$ cat config.mk
export PLATFORM = sky130hd
export DESIGN_NAME = branch_predictor
export DESIGN_NICKNAME = d
export VERILOG_FILES = /design/src/rtl/branch_predictor.sv
export SDC_FILE = /design/constraint.sdc
export NUM_CORES = 2
export LEC_CHECK = 0
export BUFFER_PORTS_ARGS = -buffer_cell sky130_fd_sc_hd__buf_2
export CAP_MARGIN = 5
export CORE_ASPECT_RATIO = 1.25
export CORE_MARGIN = 2
export CORE_UTILIZATION = 60
export DETAILED_ROUTE_END_ITERATION = 7
export HOLD_SLACK_MARGIN = 0.05
export PLACE_DENSITY = 0.89
export SETUP_SLACK_MARGIN = 0.02
export SLEW_MARGIN = 10
export SYNTH_ARGS = -nofsm -noshare
export SYNTH_HDL_FRONTEND = slang
export SYNTH_SLANG_ARGS = --single-unit
$ cat constraint.sdc
create_clock -name clk -period 4.61 [get_ports clk]
set_input_delay 0.922 -clock clk [delete_from_list [all_inputs] [get_ports clk]]
set_output_delay 0.922 -clock clk [all_outputs]
set_load 0.01 [all_outputs]
$ cat src/rtl/branch_predictor.sv
// branch_predictor: direct-mapped BTB with 2-bit saturating counters and registered lookup.
// Ports: clk/reset (async active-low); lookup_valid/lookup_pc -> registered pred_valid,
// btb_found, branch_prediction, btb_target one cycle later; upd_valid/upd_pc/upd_taken/
// upd_target/upd_mispredict train the table; upd_count/mispredict_count count updates.
module branch_predictor #(
  parameter int ENTRIES = 16
) (
  input  logic        clk,
  input  logic        reset,
  input  logic        lookup_valid,
  input  logic [31:0] lookup_pc,
  input  logic        upd_valid,
  input  logic [31:0] upd_pc,
  input  logic        upd_taken,
  input  logic [31:0] upd_target,
  input  logic        upd_mispredict,
  output logic        pred_valid,
  output logic        btb_found,
  output logic        branch_prediction,
  output logic [31:0] btb_target,
  output logic [31:0] upd_count,
  output logic [31:0] mispredict_count
);
  localparam int IW = $clog2(ENTRIES);
  localparam int TW = 30 - IW;
  logic          r_valid [ENTRIES];
  logic [TW-1:0] r_tag   [ENTRIES];
  logic [31:0]   r_tgt   [ENTRIES];
  logic [1:0]    r_ctr   [ENTRIES];
  logic          r_pred_valid, r_found, r_pred;
  logic [31:0]   r_target, r_upd_count, r_mis_count;
  logic [IW-1:0] w_lidx, w_uidx;
  logic [TW-1:0] w_ltag, w_utag;
  logic          w_lhit, w_uhit;
  logic [1:0]    w_ctr_next;
  always_comb begin
    w_lidx     = lookup_pc[IW+1:2];
    w_ltag     = lookup_pc[31:IW+2];
    w_uidx     = upd_pc[IW+1:2];
    w_utag     = upd_pc[31:IW+2];
    w_lhit     = r_valid[w_lidx] && r_tag[w_lidx] == w_ltag;
    w_uhit     = r_valid[w_uidx] && r_tag[w_uidx] == w_utag;
    w_ctr_next = upd_taken ? (r_ctr[w_uidx] == 2'b11 ? 2'b11 : r_ctr[w_uidx] + 2'b01)
                           : (r_ctr[w_uidx] == 2'b00 ? 2'b00 : r_ctr[w_uidx] - 2'b01);
  end
  // Lookup reads the table before this edge's update lands, so a same-cycle
  // update to the same index is not visible until the next lookup.
  always_ff @(posedge clk or negedge reset) begin
    if (!reset) begin
      for (int i = 0; i < ENTRIES; i++) begin
        r_valid[i] <= 1'b0;
        r_tag[i]   <= '0;
        r_tgt[i]   <= '0;
        r_ctr[i]   <= 2'b01;
      end
      r_pred_valid <= 1'b0;
      r_found      <= 1'b0;
      r_pred       <= 1'b0;
      r_target     <= '0;
      r_upd_count  <= '0;
      r_mis_count  <= '0;
    end else begin
      r_pred_valid <= lookup_valid;
      r_found      <= lookup_valid && w_lhit;
      r_pred       <= lookup_valid && w_lhit && r_ctr[w_lidx][1];
      r_target     <= (lookup_valid && w_lhit) ? r_tgt[w_lidx] : 32'h0;
      if (upd_valid) begin
        r_upd_count <= r_upd_count + 32'd1;
        if (upd_mispredict) r_mis_count <= r_mis_count + 32'd1;
        if (w_uhit) begin
          r_ctr[w_uidx] <= w_ctr_next;
          if (upd_taken) r_tgt[w_uidx] <= upd_target;
        end else if (upd_taken) begin
          r_valid[w_uidx] <= 1'b1;
          r_tag[w_uidx]   <= w_utag;
          r_tgt[w_uidx]   <= upd_target;
          r_ctr[w_uidx]   <= 2'b10;
        end
      end
    end
  end
  assign pred_valid        = r_pred_valid;
  assign btb_found         = r_found;
  assign branch_prediction = r_pred;
  assign btb_target        = r_target;
  assign upd_count         = r_upd_count;
  assign mispredict_count  = r_mis_count;
endmodule

==> reports/results.tsv <==
metric	value	unit
Synth top area share	50.1	%
drt initial violations	3725	
CP delay by family, top	compound AO/OA/AOI/OAI gates	
Synth Flop Type	dfrtp_1	
Initial Util	60.6	%
I/O pins	201	
final wirelength	147	mm
synth warn	0	
first-pass GRT wire length	224	mm
Comb power frac	19.0	%
most common cell in the netlist	dfrtp_1	
synthesized net count	3545	
DP Cell Count	4720	
Worst-path clk slew	70	ps
peak per-stage delay on the critical path	650	ps
Post-synth ARST share	100	%
final setup fails	0	
worst-path cell chain	buf_4 -> buf_4 -> nor2_2 -> a22o_1 -> or4_1 -> o2111ai_1 -> a2111oi_1 -> o2111ai_1 -> nor4b_4 -> buf_12 -> buf_4 -> nor3_4 -> buf_12 -> mux2_2	
FF-to-FF setup slack	620	ps
vias per cell	6.89	
fin cells	4929	
crit end category	flip-flop	
Pwr Total	26.3	mW
minimum clock period	4220	ps
Compound-Gate Fraction of Synth Area	2.02	%
largest net degree at the start of global routing	110	
Post-Synthesis Cell Area	52900	µm²
hpwl dp	88.6	mm
EDFF count, synth	0	
DR pass1 iterations	6	
Die Span Y	336	µm
Max Freq	0.237	GHz
Max Slew Vio Count	0	
final hold violations	0	
CTS resizes	0	
status	complete, no violations	
CTS root buffer	clkbuf_16	
GRT Overall Usage	32.7	%
R2R Path Start	r_tag[158]	
cell mode on critical path	buf_4	
share of post-route cells with drive strength above 1	50.1	%
pre-CTS setup slack	-196	ps
Net Sw Frac	27.3	%
WS Path Type	primary input to flip-flop	
Worst-Margin Slew	1020	ps
Yosys reg bits	1075	
pwr dens	437	nW/µm²
initial antenna violation count	14	
Synth Area in Simple Gates	3.65	%
Peak supply drop	392	µV
Buf+Inv Stages, Crit Path	5	
worst-path maximum fanout	13	
total via count in the routed design	33900	
post-synthesis mux area share	38.6	%
total CTS buffers	104	
final net count	3762	
Mean Syn Cell Area	15.4	µm²
CTS Sinks	1075	
P_int	19.1	mW
Area growth syn-to-layout	14.0	%
Clock Latency Late Sink	710	ps
Area contributors post-synth	dfrtp_1 50%, mux2_2 16%, mux4_2 16%	
Rel. slew slack	31.9	%
Critical Path Slowest Stage Cell	nor2_2	
FF-to-FF path depth	12	
core area	87200	µm²
sequential element share of the synthesized area	50.9	%
CP Launch Point	upd_pc[2]	
Mapped Cells	3441	
hold-fix buffers at CTS	0	
Worst R2R End	r_tag[72]	
P_sw	7.19	mW
GPL Wtd Cong	0.945	
worst setup margin	386	ps
# DRC	0	
xor/xnor share of the synthesized area	1.79	%
per-cell routed wire length	29.9	µm
unrepaired setup endpoints after global routing	false	
clk buf depth	3	
Synth Area in Adders	0.104	%
commonest cells in the netlist	1,059 x dfrtp_1, 769 x mux2_2, 380 x mux4_2	
vias in the first global route	36400	
final worst path period share	91.6	%
IO Port Bufs	196	
setup TNS	0	ps
DRT antenna net count	0	
register share of total power	47.2	%
WHS	369	ps
arrival time worst endpoint	4750	ps
Hold Crit Class	primary input to asynchronous set/reset pin	
final core utilization	69.1	%
Max-Cap Viols	0	
CTS tree	yes	
FP Rows	121	
cell area after layout	60300	µm²
Pleak	26.9	nW
Setup crit start kind	primary input	
power share of the clock group	33.9	%
CTS H-tree depth	3	
GRT overflow	0	
Post-CTS Repair Setup Buffers	0	
Post-Route Skew	74.2	ps
Critical Path RT	5140	ps
largest family of logic cells by synthesized area	multiplexers	
post-synth cell types	69	
cell taking the most area after synthesis	dfrtp_1	
DP Area	56600	µm²
Die Wd	270	µm
DIE AREA	90500	µm²
[layer usage]
layer  share of wire [%]  GRT usage, %
met5               0.019             0
met4                 6.1          19.0
met3                 8.0          6.74
met2                  49          53.0
met1                  37          41.4
[state kept, by name, summed over array words and instances, names as in the netlist]
name and count:
r_valid 16, btb_target 32, upd_count 32, btb_found 1, mispredict_count 32, pred_valid 1, r_tag 416, r_tgt 512
branch_prediction 1, r_ctr 32
[how the worst max path moves through the flow]
stage | end | slack [ps] | cells after the start
finish | r_tag[72] | 390 | 14
global route | r_tag[72] | 320 | 14
CTS | r_tag[72] | 500 | 14
detailed placement | r_tag[63] | -200 | 14
global placement | r_tag[68] | -160 | 14
floorplan | btb_target[22] | 270 | 10
[power groups by stage]
stage	combinational [mW]	sequential, mW	clock (mW)
after global routing	5.29	12.6	9.40
after floorplan	3.62	12.0	0
after global placement	4.65	12.3	0
after CTS	4.96	12.3	8.99
final	4.99	12.4	8.92
after detailed placement	4.87	12.4	0
[cell type report]
cell class                      count  area, µm²
Antenna cell                       12       30.0
Clock inverter                     43        532
Inverter                           26       97.6
Fill cell                        5333      26900
Multi-Input combinational cell   2039      24600
Clock buffer                      154       3080
Sequential cell                  1075      26900
Timing Repair Buffer              412       3570
Tap cell                         1168       1460
[placed cells by master (no fill, tap or decap), types with 10 or more instances in the layout]
cell type / instances
nor2b_1: 16
buf_4: 146
dfrtp_1: 1059
nand2_1: 90
a31oi_1: 18
nor2_4: 13
inv_1: 25
nor2_1: 52
buf_12: 73
o21ai_0: 11
diode_2: 12
dfstp_2: 16
a311oi_1: 11
buf_2: 188
and2_1: 10
a22oi_1: 27
mux2_1: 93
clkbuf_1: 22
nand3_1: 43
mux2_4: 76
mux4_2: 380
mux2i_1: 101
and3_1: 54
clkinv_2: 18
nand4_1: 24
nor3_1: 17
xnor2_1: 80
clkbuf_8: 27
clkbuf_16: 105
mux2_2: 769
xor2_1: 28
[worst register-to-register path, delay by kind of cell (launching register included)]
| kind | cells | cell delay [ps] |
|---|---|---|
| AOI/OAI and AO/OA | 3 | 1140 |
| muxes | 3 | 930 |
| buffers and inverters | 3 | 590 |
| and+or+nand+nor | 2 | 470 |
| DFF | 1 | 410 |
| xor gates and xnor gates | 1 | 250 |
[logic make-up after synthesis]
family | after synthesis
buffers and inverters | 327
xor gates and xnor gates | 108
adders and majority gates | 5
DFF | 1075
muxes | 1419
and+or+nand+nor | 367
AOI/OAI and AO/OA | 140
(Power assumes the default switching activity.)
